==> src/rtl/alu4b_issue_unit_if.sv <==
// Instruction issue handshake between an instruction source (master) and
// alu4b_issue_unit (slave). Valid/ready: a transfer happens on a rising edge
// where both ins_valid and ins_ready are high.
interface alu4b_issue_if #(
    parameter int DATA_W = 4,
    parameter int RA_W   = 3
) ();
    logic              ins_valid;
    logic              ins_ready;
    logic [3:0]        ins_op;
    logic [RA_W-1:0]   ins_rd;
    logic [RA_W-1:0]   ins_rs1;
    logic [RA_W-1:0]   ins_rs2;
    logic              ins_imm_en;
    logic [DATA_W-1:0] ins_imm;

    modport master (
        output ins_valid, ins_op, ins_rd, ins_rs1, ins_rs2, ins_imm_en, ins_imm,
        input  ins_ready
    );

    modport slave (
        input  ins_valid, ins_op, ins_rd, ins_rs1, ins_rs2, ins_imm_en, ins_imm,
        output ins_ready
    );
endinterface

==> src/rtl/alu4b_issue_unit.sv <==
// alu4b_issue_unit: registered, stateful wrapper around the combinational
// ALU4B. Accepts one instruction per three cycles (IDLE -> EXEC -> WB), reads
// operands from an internal register file, drives the ALU for the EXEC cycle,
// captures its result and flags, and writes back in WB.
//
// Optional feature macro: ALU4B_ISSUE_R0_ZERO_EN
//   defined   - register 0 reads as 0 and writes to it are discarded
//               (flags and done still behave normally).
//   undefined - register 0 is an ordinary register.
module alu4b_issue_unit #(
    parameter int DATA_W = 4,
    parameter int NREGS  = 8,
    parameter int RA_W   = 3
) (
    input  logic              clk,
    input  logic              reset,
    alu4b_issue_if.slave      ins,
    output logic [DATA_W-1:0] alu_in1,
    output logic [DATA_W-1:0] alu_in2,
    output logic [3:0]        alu_op,
    input  logic [DATA_W-1:0] alu_out,
    input  logic              alu_zero,
    input  logic              alu_negative,
    output logic              done,
    output logic              flag_zero,
    output logic              flag_negative,
    input  logic [RA_W-1:0]   dbg_addr,
    output logic [DATA_W-1:0] dbg_data
);

    typedef enum logic [1:0] {
        IDLE = 2'd0,
        EXEC = 2'd1,
        WB   = 2'd2
    } state_t;

    state_t            state_q;
    logic              ready_q;
    logic              done_q;
    logic [RA_W-1:0]   rd_q;
    logic [DATA_W-1:0] alu_in1_q;
    logic [DATA_W-1:0] alu_in2_q;
    logic [3:0]        alu_op_q;
    logic [DATA_W-1:0] result_q;
    logic              zero_q;
    logic              negative_q;
    logic              flag_zero_q;
    logic              flag_negative_q;

    logic [DATA_W-1:0] rf_q [NREGS];
    logic [NREGS-1:0]  wr_en;
    logic              wb_fire;

    assign wb_fire = (state_q == WB);

    // Per-register write enable decoded from the latched destination.
    genvar gi;
    generate
        for (gi = 0; gi < NREGS; gi++) begin : g_wr_en
`ifdef ALU4B_ISSUE_R0_ZERO_EN
            if (gi == 0) begin : g_r0
                assign wr_en[gi] = 1'b0;
            end else begin : g_rn
                assign wr_en[gi] = wb_fire && (rd_q == RA_W'(gi));
            end
`else
            assign wr_en[gi] = wb_fire && (rd_q == RA_W'(gi));
`endif
        end
    endgenerate

    // Register file: cleared by reset, written only during WB.
    always_ff @(posedge clk) begin
        if (reset) begin
            for (int i = 0; i < NREGS; i++) begin
                rf_q[i] <= '0;
            end
        end else begin
            for (int i = 0; i < NREGS; i++) begin
                if (wr_en[i]) begin
                    rf_q[i] <= result_q;
                end
            end
        end
    end

    // Issue FSM with registered handshake, ALU-drive, done and flag outputs.
    // Operands are fetched at the accept edge: no register can change between
    // accept and EXEC, so this equals reading them during EXEC.
    always_ff @(posedge clk) begin
        if (reset) begin
            state_q         <= IDLE;
            ready_q         <= 1'b1;
            done_q          <= 1'b0;
            rd_q            <= '0;
            alu_in1_q       <= '0;
            alu_in2_q       <= '0;
            alu_op_q        <= '0;
            result_q        <= '0;
            zero_q          <= 1'b0;
            negative_q      <= 1'b0;
            flag_zero_q     <= 1'b0;
            flag_negative_q <= 1'b0;
        end else begin
            case (state_q)
                IDLE: begin
                    if (ins.ins_valid) begin
                        state_q   <= EXEC;
                        ready_q   <= 1'b0;
                        rd_q      <= ins.ins_rd;
                        alu_op_q  <= ins.ins_op;
                        alu_in1_q <= rf_q[ins.ins_rs1];
                        alu_in2_q <= ins.ins_imm_en ? ins.ins_imm : rf_q[ins.ins_rs2];
                    end
                end
                EXEC: begin
                    result_q   <= alu_out;
                    zero_q     <= alu_zero;
                    negative_q <= alu_negative;
                    done_q     <= 1'b1;
                    state_q    <= WB;
                end
                WB: begin
                    flag_zero_q     <= zero_q;
                    flag_negative_q <= negative_q;
                    done_q          <= 1'b0;
                    ready_q         <= 1'b1;
                    alu_in1_q       <= '0;
                    alu_in2_q       <= '0;
                    alu_op_q        <= '0;
                    state_q         <= IDLE;
                end
                default: begin
                    state_q   <= IDLE;
                    ready_q   <= 1'b1;
                    done_q    <= 1'b0;
                    alu_in1_q <= '0;
                    alu_in2_q <= '0;
                    alu_op_q  <= '0;
                end
            endcase
        end
    end

    assign ins.ins_ready = ready_q;
    assign done          = done_q;
    assign alu_in1       = alu_in1_q;
    assign alu_in2       = alu_in2_q;
    assign alu_op        = alu_op_q;
    assign flag_zero     = flag_zero_q;
    assign flag_negative = flag_negative_q;
    assign dbg_data      = rf_q[dbg_addr];

endmodule

==> src/flat_wrapper.sv <==
// flat-port wrapper written by rule: the top's interface ports become plain ports
module alu4b_issue_unit_flat 
#(
    parameter int DATA_W = 4,
    parameter int NREGS  = 8,
    parameter int RA_W   = 3
)
  (clk, reset, alu_in1, alu_in2, alu_op, alu_out, alu_zero, alu_negative, done, flag_zero, flag_negative, dbg_addr, dbg_data, ins_ins_valid, ins_ins_op, ins_ins_rd, ins_ins_rs1, ins_ins_rs2, ins_ins_imm_en, ins_ins_imm, ins_ins_ready);
  alu4b_issue_if #(.DATA_W(DATA_W), .RA_W(RA_W)) ins_i ();
  input  logic clk;
  input  logic reset;
  output logic [DATA_W-1:0] alu_in1;
  output logic [DATA_W-1:0] alu_in2;
  output logic [3:0] alu_op;
  input  logic [DATA_W-1:0] alu_out;
  input  logic alu_zero;
  input  logic alu_negative;
  output logic done;
  output logic flag_zero;
  output logic flag_negative;
  input  logic [RA_W-1:0] dbg_addr;
  output logic [DATA_W-1:0] dbg_data;
  input wire logic [$bits(ins_i.ins_valid)-1:0] ins_ins_valid;
  input wire logic [$bits(ins_i.ins_op)-1:0] ins_ins_op;
  input wire logic [$bits(ins_i.ins_rd)-1:0] ins_ins_rd;
  input wire logic [$bits(ins_i.ins_rs1)-1:0] ins_ins_rs1;
  input wire logic [$bits(ins_i.ins_rs2)-1:0] ins_ins_rs2;
  input wire logic [$bits(ins_i.ins_imm_en)-1:0] ins_ins_imm_en;
  input wire logic [$bits(ins_i.ins_imm)-1:0] ins_ins_imm;
  output wire logic [$bits(ins_i.ins_ready)-1:0] ins_ins_ready;
  assign ins_i.ins_valid = ins_ins_valid;
  assign ins_i.ins_op = ins_ins_op;
  assign ins_i.ins_rd = ins_ins_rd;
  assign ins_i.ins_rs1 = ins_ins_rs1;
  assign ins_i.ins_rs2 = ins_ins_rs2;
  assign ins_i.ins_imm_en = ins_ins_imm_en;
  assign ins_i.ins_imm = ins_ins_imm;
  assign ins_ins_ready = ins_i.ins_ready;
  alu4b_issue_unit #(.DATA_W(DATA_W), .NREGS(NREGS), .RA_W(RA_W)) u_core (.clk(clk), .reset(reset), .ins(ins_i), .alu_in1(alu_in1), .alu_in2(alu_in2), .alu_op(alu_op), .alu_out(alu_out), .alu_zero(alu_zero), .alu_negative(alu_negative), .done(done), .flag_zero(flag_zero), .flag_negative(flag_negative), .dbg_addr(dbg_addr), .dbg_data(dbg_data));
endmodule
==> config.mk <==
export PLATFORM = sky130hd
export DESIGN_NAME = alu4b_issue_unit_flat
export DESIGN_NICKNAME = d
export VERILOG_FILES = /design/src/rtl/alu4b_issue_unit_if.sv /design/src/rtl/alu4b_issue_unit.sv /design/src/flat_wrapper.sv
export SDC_FILE = /design/constraint.sdc
export NUM_CORES = 1
export LEC_CHECK = 0
export CORE_ASPECT_RATIO = 1.25
export CORE_MARGIN = 4
export CORE_UTILIZATION = 39
export DETAILED_ROUTE_END_ITERATION = 16
export PLACE_DENSITY_LB_ADDON = 0.1
export SLEW_MARGIN = 5
export SYNTH_ARGS = -nofsm -noshare
export SYNTH_HDL_FRONTEND = slang
export SYNTH_SLANG_ARGS = --single-unit
==> constraint.sdc <==
create_clock -name clk -period 2.8 [get_ports clk]
set_clock_uncertainty 0.1 [all_clocks]
set_input_delay 0.42 -clock clk [delete_from_list [all_inputs] [get_ports clk]]
set_output_delay 0.42 -clock clk [all_outputs]
set_load 0.05 [all_outputs]
==> impl_metrics.csv, run 1 <==
group,metric,value,unit
cts,cts_buffers,9,
cts,path_clk_slew,0.06,ns
finish,n_fill_cell,712,
yosys,synth_edf_count,32,
finish,drive_gt1_frac,0.148,
finish,seqCellArea,1500,um^2
finish,fin_util,0.501,
yosys,synth_ff_type,"edfxtp_1",
setup_path,critPathSlowestCell,"mux4_1",
setup_path,cp.required,2.28,ns
yosys,ys_warn_count,0,
finish,multi_input_area,1330,um^2
finish,nets,329,
yosys,synth.net_count,276,
sta,timing.final.crit_share,0.931,
pwr,vdd_drop_max,256,uV
setup_path,end_kind,"output port",
placed_design,place_congestion,0.831,
yosys,async_flop_share,0,
setup_path,arrival,2.09,ns
finish,final_common_cell,"clkdlybuf4s50_1",
flow_run,cap_violations,0,
floorplanning,initial_utilization,0.398,
floorplanning,rows,35,
placed_design,dpl.hpwl,5150,um
cts,cts.sink_count,59,
cts,cts_buffer_depth,2,
finish,antennaDiodeCount,0,
yosys,seq_area_frac_synth,0.513,
setup_path,worstReg2RegEnd,"u_core.rf_q[4][3]",
sta,setup_viol,0,
sta,hold_viol_final,0,
sta,fin_crit,2.61,ns
setup_path,startpoint,"dbg_addr[0]",
cts,cts_hold_buffers,0,
cts,cts-resized-gates,0,
finish,final_cells,396,
setup_path,r2r.worst_path.cells,4,
setup_path,crit_fanout,8,
yosys,synth-seq-cells,59,
route,drtIter0Drc,93,
min_path,hold_class,"reg -> reg",
route,routed_wl,6660,um
pwr,power_leakage,1.37,nW
pwr,power.density,565,nW/um^2
finish,final_area,3690,um^2
finish,mostFrequentLayoutCells,"45 x clkdlybuf4s50_1, 44 x nor2_1, 32 x edfxtp_1",
floorplanning,fp.dieW,85.5,um
sta,clock.fmax,0.384,GHz
setup_path,crit_path_cell_trace,"clkdlybuf4s50_1 > buf_12 > mux4_1 > mux2_2 > buf_4",
global_routing,grt_pass1_wl,11100,um
route,vias,2056,
yosys,synth_cell_types,26,
status,outcome,"finished clean",
cts,clockRootBuffer,"clkbuf_8",
setup_path,cp_slowest_stage_delay,0.55,ns
floorplanning,dieArea,8960,um^2
cts,tritoncts,"done",
placed_design,post-place-ws,0.195,ns
sta,setup_slack,0.194,ns
route,vias_per_cell,5.19,
global_routing,grt_pass1_vias,2118,
global_routing,grt-ovfl-total,0,
setup_path,critPathKind,"in -> out",
route,wl_per_cell,16.8,um
sta,tightest_slew,0.714,ns
placed_design,place_area,3500,um^2
cts,post_cts_buffers,0,
route,dr.pass1.iters,4,
route,detail-route-antenna-nets,0,
sta,slew_headroom,0.523,
floorplanning,ioPinCount,50,
floorplanning,core_area,7360,um^2
cts,insertion_delay,0.33,ns
yosys,syn_area,2930,um^2
global_routing,grt_max_degree,19,
yosys,syn_area_per_cell,11.9,um^2
placed_design,place_inst,380,
cts,cts.htree.levels,3,
route,drcViolationCount,0,
setup_path,critPathLaunchType,"input port",
floorplanning,die_y,105,um
setup_path,reg2reg_slack,1.08,ns
yosys,synthCells,246,
global_routing,antenna_found_initial,0,
setup_path,r2r-start,"u_core.state_q[1]",
sta,report.final.slew_viol_count,0,
sta,fin_tns_setup,0,ns
setup_path,endpoint,"dbg_data[3]",
sta,rsz0062_at_grt,"false",
finish,area_growth,26.0,%
global_routing,track_usage,0.162,
placed_design,io_buffers,49,
[kinds of logic after synthesis]
group,count (synthesis),synth area share
mux,40,0.239
buf+inv,18,0.0329
compound gates,37,0.0719
simple gates,92,0.143
flops,59,0.513
[power breakdown]
part	switching (mW)	total [mW]	internal [mW]
logic	0.189	0.349	0.159
clock network	0.340	0.749	0.409
registers	0.0307	0.986	0.955
total	0.560	2.08	1.52
[area by class of cell]
| class | instances | share of cell area |
|---|---|---|
| repair buffers | 55 | 0.146 |
| flip-flops and latches | 59 | 0.407 |
| inverters | 5 | 0.00509 |
| clock buffers | 11 | 0.0356 |
| clock inverters | 5 | 0.0146 |
| well taps | 92 | 0.0312 |
| multi-input cells | 169 | 0.360 |
[metal layers]
layer / global-route usage / vias up / wire length [um]
met5: 0 / - / 0
met3: 0.0434 / 6 / 343
met4: 0.0611 / 0 / 95
met1: 0.203 / 982 / 2850
met2: 0.264 / 55 / 3370
li1: - / 1013 / -
[cells in the mapped netlist, types with 4 or more instances]
master / number / share of area
a21oi_1: 11 / 0.019
buf_2: 5 / 0.0086
clkbuf_1: 5 / 0.0064
dfxtp_1: 27 / 0.18
edfxtp_1: 32 / 0.33
inv_1: 5 / 0.0064
mux2_2: 4 / 0.015
mux2i_1: 15 / 0.051
mux4_1: 8 / 0.072
mux4_2: 13 / 0.10
nand2_1: 21 / 0.027
nand2b_1: 12 / 0.026
nor2_1: 44 / 0.056
nor2b_1: 4 / 0.0086
o21ai_0: 13 / 0.022
o22ai_1: 8 / 0.017
[state kept, by name (all words and copies together), names as in the netlist]
name	count
u_core.rf_q	32
u_core.alu_in1	4
u_core.alu_in2	4
u_core.alu_op	4
u_core.result_q	4
u_core.rd_q	3
u_core.state_q	2
u_core.done	1
u_core.flag_negative	1
u_core.flag_zero	1
u_core.ins.ins_ready	1
u_core.negative_q	1
u_core.zero_q	1
[critical path: cells and delay by family]
| family | cells | cell delay [ns] |
|---|---|---|
| buffers and inverters | 3 | 0.84 |
| muxes | 2 | 0.83 |
[worst min path at each step]
stage,start,to,cells past startpoint
floorplan,u_core.rd_q[0],u_core.rd_q[0],2
finish,u_core.ins.ins_ready,u_core.ins.ins_ready,2
global route,u_core.ins.ins_ready,u_core.ins.ins_ready,2
global placement,u_core.ins.ins_ready,u_core.ins.ins_ready,2
CTS,u_core.ins.ins_ready,u_core.ins.ins_ready,2
detailed placement,u_core.ins.ins_ready,u_core.ins.ins_ready,2
[per-stage QoR]
step	hold WS (ns)	power [mW]
4_1_cts	0.345	2.11
6_report	0.341	2.08
3_5_place_dp	0.334	1.36
3_3_place_gp	0.330	1.35
2_1_floorplan	0.358	1.23
5_1_grt	0.370	2.18
Power figures use the tool's default switching activity.
==> run 2: changes to the inputs <==
--- a/config.mk
+++ b/config.mk
@@ -8,6 +8,7 @@
 export CORE_ASPECT_RATIO = 1.25
 export CORE_MARGIN = 4
 export CORE_UTILIZATION = 39
+export CTS_BUF_LIST = sky130_fd_sc_hd__clkbuf_2
 export DETAILED_ROUTE_END_ITERATION = 16
 export PLACE_DENSITY_LB_ADDON = 0.1
 export SLEW_MARGIN = 5
==> impl_metrics.csv, run 2 (synthesized netlist as in run 1, its figures left out) <==
group,metric,value,unit
setup_path,arrival,2.09,ns
sta,fin_tns_setup,0,ns
finish,area_growth,23.4,%
finish,nets,329,
global_routing,grt_pass1_wl,11000,um
sta,tightest_slew,0.710,ns
finish,final_common_cell,"clkdlybuf4s50_1",
route,vias,2048,
cts,cts.htree.levels,3,
sta,hold_viol_final,0,
setup_path,critPathLaunchType,"input port",
setup_path,r2r-start,"u_core.state_q[1]",
route,routed_wl,6700,um
cts,cts-resized-gates,0,
global_routing,antenna_found_initial,0,
pwr,power.density,518,nW/um^2
pwr,p_clk_frac,0.287,
placed_design,post-place-ws,0.195,ns
setup_path,crit_fanout,8,
cts,tritoncts,"done",
pwr,swShare,0.292,
sta,slew_headroom,0.526,
placed_design,io_buffers,49,
cts,cts_buffers,9,
setup_path,critPathSlowestCell,"mux4_1",
placed_design,place_area,3500,um^2
cts,cts.sink_count,59,
finish,multi_input_area,1330,um^2
setup_path,reg2reg_slack,1.05,ns
sta,setup_viol,0,
finish,n_fill_cell,724,
cts,clockRootBuffer,"clkbuf_2",
cts,post_cts_buffers,0,
setup_path,crit_path_cell_trace,"clkdlybuf4s50_1 > buf_12 > mux4_1 > mux2_2 > buf_4",
floorplanning,dieArea,8960,um^2
finish,drive_gt1_frac,0.155,
setup_path,cp.required,2.28,ns
pwr,vdd_drop_max,269,uV
floorplanning,ioPinCount,50,
placed_design,dpl.hpwl,5150,um
finish,fin_util,0.491,
finish,mostFrequentLayoutCells,"45 x clkdlybuf4s50_1, 44 x nor2_1, 32 x edfxtp_1",
global_routing,grt-ovfl-total,0,
flow_run,cap_violations,0,
pwr,p_int,1.33,mW
global_routing,grt_pass1_vias,2110,
setup_path,worstReg2RegEnd,"u_core.rf_q[4][1]",
sta,setup_slack,0.194,ns
sta,rsz0062_at_grt,"false",
finish,largest_register,"u_core.rf_q",
sta,whs,0.352,ns
sta,report.final.slew_viol_count,0,
status,outcome,"finished clean",
min_path,hold_class,"reg -> reg",
min_path,hold_path_startpoint,"u_core.ins.ins_ready",
pwr,power_leakage,1.35,nW
sta,fin_crit,2.61,ns
route,dr.pass1.iters,4,
cts,cts_buffer_depth,2,
cts,cts_hold_buffers,0,
global_routing,grt_max_degree,19,
route,detail-route-antenna-nets,0,
cts,path_clk_slew,0.16,ns
floorplanning,die_y,105,um
placed_design,place_inst,380,
finish,final_cells,396,
pwr,netSwitchingPower,0.546,mW
sta,timing.final.crit_share,0.931,
route,drtIter0Drc,72,
floorplanning,rows,35,
pwr,power,1.87,mW
finish,largest_register_ffs,32,
pwr,p_seq_frac,0.526,
floorplanning,initial_utilization,0.398,
setup_path,r2r.worst_path.cells,4,
floorplanning,fp.dieW,85.5,um
finish,seqCellArea,1500,um^2
setup_path,end_kind,"output port",
finish,antennaDiodeCount,0,
min_path,hold_path_end,"u_core.ins.ins_ready",
global_routing,track_usage,0.161,
route,drcViolationCount,0,
setup_path,critPathKind,"in -> out",
route,wl_per_cell,16.9,um
setup_path,cp_slowest_stage_delay,0.55,ns
pwr,combinationalPowerShare,0.187,
sta,clock.fmax,0.384,GHz
cts,insertion_delay,0.48,ns
floorplanning,core_area,7360,um^2
min_path,worstHoldPathCells,2,
placed_design,place_congestion,0.831,
finish,final_area,3610,um^2
route,vias_per_cell,5.17,
run 2: cell type report:
type / count / area share
Inverter: 5 / 0.00520
Multi-Input combinational cell: 169 / 0.368
Clock inverter: 5 / 0.0149
Tap cell: 92 / 0.0319
Clock buffer: 11 / 0.0153
Timing Repair Buffer: 55 / 0.149
Sequential cell: 59 / 0.416
run 2: power groups by stage:
stage          logic (mW)  clock network, mW  registers [mW]
6_report            0.349              0.537           0.985
3_3_place_gp        0.349                  0            1.00
2_1_floorplan       0.177                  0            1.05
4_1_cts             0.353              0.556           0.986
5_1_grt             0.372              0.592           0.994
3_5_place_dp        0.352                  0            1.01
run 2: worst max-delay path by stage:
stage	cells after the start	startpoint	slack, ns	to
finish	5	dbg_addr[0]	0.19	dbg_data[0]
global route	5	dbg_addr[0]	0.13	dbg_data[3]
CTS	5	dbg_addr[0]	0.19	dbg_data[3]
detailed placement	5	dbg_addr[0]	0.20	dbg_data[0]
global placement	5	dbg_addr[0]	0.21	dbg_data[3]
floorplan	3	dbg_addr[0]	0.81	dbg_data[0]
run 2: layer usage:
metal  vias to the layer above  routed length (um)  GRT usage
li1                       1012                   -          -
met1                       971                2890      0.202
met2                        53                3320      0.261
met3                        12                 298     0.0268
met4                         0                 189     0.0882
met5                         -                   0          0
run 2: worst max-delay path, delay by kind of cell:
family	cells	cell delay (ns)
buffers and inverters	3	0.84
muxes	2	0.82
